File: src/rtl/lsu_pkg.sv
// rtl/lsu_pkg.sv - shared encodings, FSM states and byte-lane helpers for the load/store unit
package lsu_pkg;

    localparam logic [1:0] SZ_B = 2'd0;
    localparam logic [1:0] SZ_H = 2'd1;
    localparam logic [1:0] SZ_W = 2'd2;
    localparam logic [1:0] SZ_D = 2'd3;

    typedef enum logic [2:0] {
        S_IDLE,
        S_REQ0,
        S_WAIT0,
        S_REQ1,
        S_WAIT1,
        S_RESP
    } state_t;

    // Beat 1 gets the lanes that spilled past the top of the bus word.
    function automatic logic [7:0] be_mask(input logic [1:0] size, input logic [2:0] off,
                                           input logic beat, input logic [3:0] nb);
        logic [7:0] mask;
        mask = 8'((9'd1 << (4'd1 << size)) - 9'd1);
        if (beat)
            be_mask = mask >> (nb - {1'b0, off});
        else
            be_mask = 8'({8'b0, mask} << off);
    endfunction

    function automatic logic [63:0] extend(input logic [63:0] data, input logic [1:0] size,
                                           input logic uns);
        case (size)
            SZ_B:    extend = {{56{~uns & data[7]}},  data[7:0]};
            SZ_H:    extend = {{48{~uns & data[15]}}, data[15:0]};
            SZ_W:    extend = {{32{~uns & data[31]}}, data[31:0]};
            default: extend = data;
        endcase
    endfunction

endpackage

File: src/rtl/lsu_align.sv
// rtl/lsu_align.sv - store lane rotation and load merge/extension
module lsu_align
    import lsu_pkg::*;
#(
    parameter int XLEN = 32,
    localparam int OFFW = (XLEN == 64) ? 3 : 2
) (
    input  logic [OFFW-1:0] st_off,
    input  logic [XLEN-1:0] st_data,
    output logic [XLEN-1:0] st_rot,
    input  logic [OFFW-1:0] ld_off,
    input  logic [1:0]      ld_size,
    input  logic            ld_uns,
    input  logic [XLEN-1:0] rdata0,
    input  logic [XLEN-1:0] rdata1,
    output logic [XLEN-1:0] ld_data
);

    localparam int SHW = OFFW + 4;

    // Rotate left by 8*off == low half of the doubled word shifted right by XLEN-8*off.
    logic [SHW-1:0] st_sh;
    assign st_sh  = SHW'(XLEN) - SHW'({st_off, 3'b000});
    assign st_rot = XLEN'({st_data, st_data} >> st_sh);

    assign ld_data = XLEN'(extend(64'(XLEN'({rdata1, rdata0} >> {ld_off, 3'b000})),
                                  ld_size, ld_uns));

endmodule

File: src/rtl/lsu_split.sv
// rtl/lsu_split.sv - load/store unit splitting word-crossing accesses into two aligned bus beats
module lsu_split
    import lsu_pkg::*;
#(
    parameter int XLEN = 32,
    parameter int SPLIT_MISALIGNED = 1
) (
    input  logic              clk,
    input  logic              rst,
    input  logic              req_valid,
    output logic              req_ready,
    input  logic              req_we,
    input  logic [1:0]        req_size,
    input  logic              req_unsigned,
    input  logic [XLEN-1:0]   req_addr,
    input  logic [XLEN-1:0]   req_wdata,
    output logic              rsp_valid,
    output logic [XLEN-1:0]   rsp_rdata,
    output logic              rsp_err,
    output logic              mem_req,
    input  logic              mem_gnt,
    output logic [XLEN-1:0]   mem_addr,
    output logic              mem_we,
    output logic [XLEN/8-1:0] mem_be,
    output logic [XLEN-1:0]   mem_wdata,
    input  logic              mem_rvalid,
    input  logic [XLEN-1:0]   mem_rdata
);

    localparam int NB   = XLEN / 8;
    localparam int OFFW = (XLEN == 64) ? 3 : 2;

    state_t          state;
    logic            r_we, r_uns, r_cross;
    logic [1:0]      r_size;
    logic [OFFW-1:0] r_off;
    logic [XLEN-1:0] rdata0_q;

    logic [OFFW-1:0] in_off;
    logic [3:0]      in_end;
    logic            in_cross, in_illegal;
    logic [XLEN-1:0] wdata_rot, ld_data;

    assign in_off     = req_addr[OFFW-1:0];
    assign in_end     = 4'(in_off) + (4'd1 << req_size);
    assign in_cross   = in_end > 4'(NB);
    assign in_illegal = (req_size == SZ_D && XLEN == 32) || (in_cross && SPLIT_MISALIGNED == 0);
    assign req_ready  = (state == S_IDLE) && !rst;

    // The beat-0 read data is merged straight off the bus when no second beat follows.
    lsu_align #(.XLEN(XLEN)) u_align (
        .st_off  (in_off),
        .st_data (req_wdata),
        .st_rot  (wdata_rot),
        .ld_off  (r_off),
        .ld_size (r_size),
        .ld_uns  (r_uns),
        .rdata0  ((state == S_WAIT0) ? mem_rdata : rdata0_q),
        .rdata1  (mem_rdata),
        .ld_data (ld_data)
    );

    always_ff @(posedge clk or posedge rst) begin
        if (rst) begin
            state     <= S_IDLE;
            r_we      <= 1'b0;
            r_uns     <= 1'b0;
            r_cross   <= 1'b0;
            r_size    <= SZ_B;
            r_off     <= '0;
            rdata0_q  <= '0;
            mem_req   <= 1'b0;
            mem_we    <= 1'b0;
            mem_be    <= '0;
            mem_addr  <= '0;
            mem_wdata <= '0;
            rsp_valid <= 1'b0;
            rsp_err   <= 1'b0;
            rsp_rdata <= '0;
        end else begin
            rsp_valid <= 1'b0;
            case (state)
                S_IDLE: if (req_valid) begin
                    r_we    <= req_we;
                    r_uns   <= req_unsigned;
                    r_size  <= req_size;
                    r_off   <= in_off;
                    r_cross <= in_cross;
                    if (in_illegal) begin
                        state     <= S_RESP;
                        rsp_valid <= 1'b1;
                        rsp_err   <= 1'b1;
                        rsp_rdata <= '0;
                    end else begin
                        state     <= S_REQ0;
                        mem_req   <= 1'b1;
                        mem_we    <= req_we;
                        mem_addr  <= {req_addr[XLEN-1:OFFW], {OFFW{1'b0}}};
                        mem_be    <= NB'(be_mask(req_size, 3'(in_off), 1'b0, 4'(NB)));
                        mem_wdata <= wdata_rot;
                    end
                end
                S_REQ0: if (mem_gnt) begin
                    mem_req <= 1'b0;
                    state   <= S_WAIT0;
                end
                S_WAIT0: if (mem_rvalid) begin
                    rdata0_q <= mem_rdata;
                    if (r_cross) begin
                        state    <= S_REQ1;
                        mem_req  <= 1'b1;
                        mem_addr <= mem_addr + XLEN'(NB);
                        mem_be   <= NB'(be_mask(r_size, 3'(r_off), 1'b1, 4'(NB)));
                    end else begin
                        state     <= S_RESP;
                        rsp_valid <= 1'b1;
                        rsp_err   <= 1'b0;
                        rsp_rdata <= r_we ? '0 : ld_data;
                    end
                end
                S_REQ1: if (mem_gnt) begin
                    mem_req <= 1'b0;
                    state   <= S_WAIT1;
                end
                S_WAIT1: if (mem_rvalid) begin
                    state     <= S_RESP;
                    rsp_valid <= 1'b1;
                    rsp_err   <= 1'b0;
                    rsp_rdata <= r_we ? '0 : ld_data;
                end
                S_RESP:  state <= S_IDLE;
                default: state <= S_IDLE;
            endcase
        end
    end

endmodule

File: config.mk
export PLATFORM = sky130hd
export DESIGN_NAME = lsu_split
export DESIGN_NICKNAME = d
export VERILOG_FILES = /design/src/rtl/lsu_pkg.sv /design/src/rtl/lsu_align.sv /design/src/rtl/lsu_split.sv
export SDC_FILE = /design/constraint.sdc
export NUM_CORES = 1
export LEC_CHECK = 0
export ABC_CLOCK_PERIOD_IN_PS = 4930
export CAP_MARGIN = 20
export CORE_MARGIN = 2
export CORE_UTILIZATION = 46
export DETAILED_ROUTE_END_ITERATION = 16
export GPL_TIMING_DRIVEN = 1
export PLACE_DENSITY_LB_ADDON = 0.15
export SYNTH_ARGS = -nofsm -noshare
export SYNTH_HDL_FRONTEND = slang
export SYNTH_SLANG_ARGS = --single-unit
File: constraint.sdc
create_clock -name clk -period 4.93 [get_ports clk]
set_input_delay 0.986 -clock clk [delete_from_list [all_inputs] [get_ports clk]]
set_output_delay 0.986 -clock clk [all_outputs]
set_load 0.02 [all_outputs]
==> results of run 1 <==
## routing by layer
metal  wire length, um  up-vias
met5                 0        -
li1                  -     3673
met1             10700     3689
met2             12000      251
met4               634        0
met3              1700       31
## worst paths after layout
kind                       depth (start not counted)                   endpoint                     from
max                                                3                  req_ready                      rst
min                                                1    rdata0_q[2]$_DFFE_PP0P_  rdata0_q[2]$_DFFE_PP0P_
max reg2reg                                        5  rsp_rdata[17]$_DFFE_PP0P_     state[1]$_DFFE_PP0P_
min reg2reg                                        1    rdata0_q[2]$_DFFE_PP0P_  rdata0_q[2]$_DFFE_PP0P_
max in group asynchronous                          3      mem_be[3]$_DFFE_PP0P_                      rst
min in group asynchronous                          2   rdata0_q[21]$_DFFE_PP0P_                      rst
## cells in the mapped netlist (all sizes together), types with 3 or more instances
cell,instances
and2,14
or3,4
clkbuf,41
nor3,18
a2bb2oi,11
a21oi,63
o211ai,36
o32ai,4
mux2,54
mux2i,21
mux4,22
inv,12
nand2,94
o21ai,42
buf,34
dfrtp,144
and4,5
nand3,18
a31oi,17
o21a,8
nand4,9
a221o,8
and3,15
ha,6
a211oi,3
nor2,67
o22a,6
o311ai,7
a221oi,8
a21o,3
o22ai,13
nor2b,3
or2,16
nand2b,18
a22oi,19
## flip-flops by register name, indices dropped and copies added (netlist names), 2 cells and up
name	cells
mem_wdata	32
rdata0_q	32
rsp_rdata	32
mem_addr	30
mem_be	4
state	3
r_off	2
r_size	2
## kinds of logic (layout without fill, tap and decap cells)
group	count (synthesis)	count (layout)	synth area share [%]
adder cells (fa/ha/maj)	9	9	1.32
AND/OR/NAND/NOR	289	289	16.7
multiplexers	97	97	15.1
AO/OA/AOI/OAI	266	266	21.1
buffers and inverters	88	268	4.39
flip-flops	144	144	41.3
other	1	2	0.0430
## worst max-delay path: stages
cell	delay (ns)
clkdlybuf4s50_1	0.48
nor3_1	0.19
clkdlybuf4s50_1	0.63
## power by group
part	internal (mW)	switching, mW	total, mW	leakage, nW
sequential	1.73	0.588	2.32	1.76
clock	0.822	0.519	1.34	0.296
combinational	1.81	1.96	3.76	2.60
total	4.36	3.06	7.42	4.65
## final cells by class
| class | count | area (um^2) |
|---|---|---|
| well taps | 234 | 293 |
| clock buffers | 19 | 453 |
| fillers | 1587 | 7080 |
| inverters | 13 | 53.8 |
| flip-flops and latches | 144 | 3600 |
| multi-input cells | 663 | 4760 |
| repair buffers | 223 | 2240 |
| clock inverters | 13 | 159 |
==> flow_summary.ini, run 1 <==
[outcome]
outcome = completed

[clock_tree]
cts-resized-gates = 0
cts_root_buf = clkbuf_16
cts.clk_slew.worst_paths_ns = 0.06
clk_latency_ns = 0.43
cts_max_level = 4
cts_hold_buf = 0
cts_buffers = 17
postCtsSetupBuffers = 0
cts.sinks = 144
cts_tree = done
cts_buffer_depth = 2

[grt]
met3_usage_pct = 6.34
grt_max_degree = 78
met2_usage_pct = 41.3
grt_pass1_wl_mm = 40.4
antenna_found_initial = 0
grt_pass1_vias = 7457
gr-total-overflow = 0
grt_usage_pct = 25.5
busiest_layer = met2
grt_use_met1_pct = 34.0

[timing]
fin_crit_sh_pct = 66.5
clock.fmax_mhz = 305
final-setup-viol-count = 0
slew_violations = 0
rsz0062_at_grt = false
timing.hold.ws_ns = 0.485
clock_skew_ns = 0.00874
slew-limit-headroom_pct = 22.6
fin_crit_ns = 3.28
tightest_slew_ns = 1.15
hold_viol = 0
setup_total_negative_slack_ns = 0
worst_slack_ns = 1.65

[place]
routabilityCongestion = 0.824
place.detailed.hpwl_mm = 17.3
postPlaceCellArea_um2 = 10900
portBuffers = 207
dp_slack_ns = 1.28
placed_cells = 1275

[route]
viasPerCell = 5.84
wirelength_mm = 25.1
drtIter0Drc = 477
firstDrtPassIters = 5
antenna_left = 0
post_drt_wl_per_cell_um = 19.2
drc = 0
num_vias = 7644

[logic_synthesis]
synth.yosys.seq_area_share_pct = 41.3
yosysWarnings = 0
synth_top_area_share_pct = 41.3
synth-edff-count = 0
syn_area_um2 = 8720
syn_inst = 894
synth.avg_cell_area_um2 = 9.75
synthArstFlopShare_pct = 100
yosys-top-cells-area = dfrtp_1 (41%), mux2_2 (6.5%), mux4_2 (5.7%)
ys.flop_type = dfrtp_1
synth_seq_cells = 144
synth_cell_types = 81
synth_area_leader_cell = dfrtp_1

[die]
ios = 210
die_y_um = 142
initial_core_util_pct = 46.8
die_w_um = 142
die-area_um2 = 20100
rows = 50
core_um2 = 18600

[run]
cap_violations = 0

[setup_path]
cp_max_fo = 2
critPathKind = input pin to output port
cp-start-kind = input pin
r2r_slack_ns = 1.72
required_ns = 3.94
cp-end-kind = output port
arrival_ns = 2.29

[final_layout]
areaGrowthSynthToFinish_pct = 32.6
nNetsFinal = 1174
n_antenna_cell = 0
final_cell_mix = clkdlybuf4s50_1 (207), dfrtp_1 (143), nand2_1 (94)
final_util_pct = 62.0
drive_gt1_share_pct = 15.2
postLayoutCellArea_um2 = 11600
stdcell_count = 1309
final_common_cell = clkdlybuf4s50_1

[power]
power_leakage_nw = 4.65
ir_drop_v = 0.000362
total_power_mw = 7.42
powerDensity_nw_per_um2 = 642

[worst_hold_path]
hp-class = flip-flop to flip-flop
No activity file was read; power rests on OpenSTA's default activity.
==> run 2: changes to the inputs <==
- ABC_CLOCK_PERIOD_IN_PS: 4930 -> 2830
- clock period: 4.93 -> 2.83 ns (I/O delays scaled with it)
==> run 2 against run 1 <==
Against the previous run: power grew 74%; utilization grew 0.75 points; global-route usage shrank 0.12 points; highest routed layer unchanged; sequential share of layout area shrank 0.37 points; wire length grew 0.82%; sequential power grew 68%; non-clock buffer count grew 23; worst hold slack gained 0.00098 ns; combinational power grew 84%; clock power grew 59%.
==> flow_summary.ini, run 2 (same netlist as run 1, synthesis figures left out) <==
[timing]
fin_crit_ns = 2.67
slew_violations = 0
clock.fmax_mhz = 375
rsz0062_at_grt = false
tightest_slew_ns = 0.850
final-setup-viol-count = 0
hold_viol = 0
setup_total_negative_slack_ns = 0
slew-limit-headroom_pct = 42.6
fin_crit_sh_pct = 94.2
clock_skew_ns = 0.00996

[route]
wirelength_mm = 25.3
num_vias = 7801
drtIter0Drc = 501
firstDrtPassIters = 5
post_drt_wl_per_cell_um = 19.0
antenna_left = 0
viasPerCell = 5.86
drc = 0

[power]
ir_drop_v = 0.000539
total_power_mw = 12.9
power_leakage_nw = 4.73
powerDensity_nw_per_um2 = 1110

[setup_path]
required_ns = 2.26
r2r_slack_ns = 0.30
r2r_start = state[2]$_DFFE_PP0P_
r2r_cells = 5
cp-end-kind = output port
critPathKind = flip-flop to output port
reg2reg_to = rsp_rdata[17]$_DFFE_PP0P_
cp-start-kind = flip-flop
arrival_ns = 2.10
cp_max_fo = 6

[clock_tree]
cts-resized-gates = 0
clk_latency_ns = 0.43
cts_buffer_depth = 2
postCtsSetupBuffers = 0
cts_root_buf = clkbuf_16
cts.clk_slew.worst_paths_ns = 0.06
cts_buffers = 17
cts.sinks = 144
cts_tree = done
cts_hold_buf = 0
cts_max_level = 4

[final_layout]
nNetsFinal = 1197
drive_gt1_share_pct = 16.7
top_regs = mem_wdata x32, rdata0_q x32, rsp_rdata x32
n_antenna_cell = 0
final_common_cell = clkdlybuf4s50_1
fillCellCount = 1602
final_cell_mix = clkdlybuf4s50_1 (207), dfrtp_1 (143), nand2_1 (94)
areaGrowthSynthToFinish_pct = 34.2

[die]
ios = 210
die_w_um = 142
core_um2 = 18600
initial_core_util_pct = 46.8
rows = 50
die_y_um = 142
die-area_um2 = 20100

[outcome]
outcome = completed

[worst_hold_path]
hold_path_end = mem_wdata[0]$_DFFE_PP0P_
worstHoldPathCells = 2
hp-class = flip-flop to flip-flop
min_from = mem_wdata[0]$_DFFE_PP0P_

[grt]
grt_pass1_vias = 7465
gr-total-overflow = 0
antenna_found_initial = 0
grt_pass1_wl_mm = 40.2
grt_max_degree = 92
grt_usage_pct = 25.4

[run]
cap_violations = 0

[place]
portBuffers = 207
routabilityCongestion = 0.838
place.detailed.hpwl_mm = 17.6
run 2: how the worst max path moves through the flow:
stage,start,to,slack (ns),cells past startpoint
6_report,state[2]$_DFFE_PP0P_,req_ready,0.16,3
5_1_grt,state[2]$_DFFE_PP0P_,req_ready,0.06,3
4_1_cts,state[2]$_DFFE_PP0P_,req_ready,0.12,3
3_5_place_dp,req_size[1],mem_addr[25]$_DFFE_PP0P_,0.20,8
3_3_place_gp,req_size[1],mem_addr[25]$_DFFE_PP0P_,0.29,8
2_1_floorplan,rst,mem_addr[10]$_DFFE_PP0P_,0.46,1
run 2: metal layers:
layer	vias to the layer above	global-route usage, %	wire length [um]
met3	35	6.28	1650
met4	0	9.42	719
met1	3758	33.3	10800
met2	281	41.0	12100
met5	-	0	0
li1	3727	-	-
run 2: layout make-up:
type | count | area, um^2 | share of cell area, %
multi-input combinational | 663 | 4750 | 40.6
sequential | 144 | 3600 | 30.8
timing repair buffer | 246 | 2450 | 21.0
clock buffer | 18 | 429 | 3.67
tap | 234 | 293 | 2.50
clock inverter | 13 | 118 | 1.00
inverter | 13 | 52.6 | 0.449
run 2: through the flow:
stage / std cells / cell area (um^2) / setup WS [ns] / utilization [%] / hold slack (ns)
2_1_floorplan: 895 / 8730 / 0.459 / - / 0.453
3_3_place_gp: 1300 / 11200 / 0.285 / 59.8 / 0.465
3_5_place_dp: 1300 / 11200 / 0.202 / 59.8 / 0.471
4_1_cts: 1331 / 11700 / 0.125 / 62.8 / 0.487
5_1_grt: 1331 / 11700 / 0.0643 / 62.8 / 0.505
6_report: 1331 / 11700 / 0.163 / 62.8 / 0.486
run 2: worst max-delay path: stages, from the launching register on:
cell and delay, ns:
dfrtp_1 0.46, or2_2 0.42, nor3_1 0.16, clkdlybuf4s50_1 0.63
run 2: where the power goes:
| group | total, mW | switching (mW) | internal [mW] |
|---|---|---|---|
| Sequential | 3.90 | 0.889 | 3.02 |
| Combinational | 6.90 | 3.60 | 3.30 |
| Clock | 2.13 | 0.929 | 1.20 |
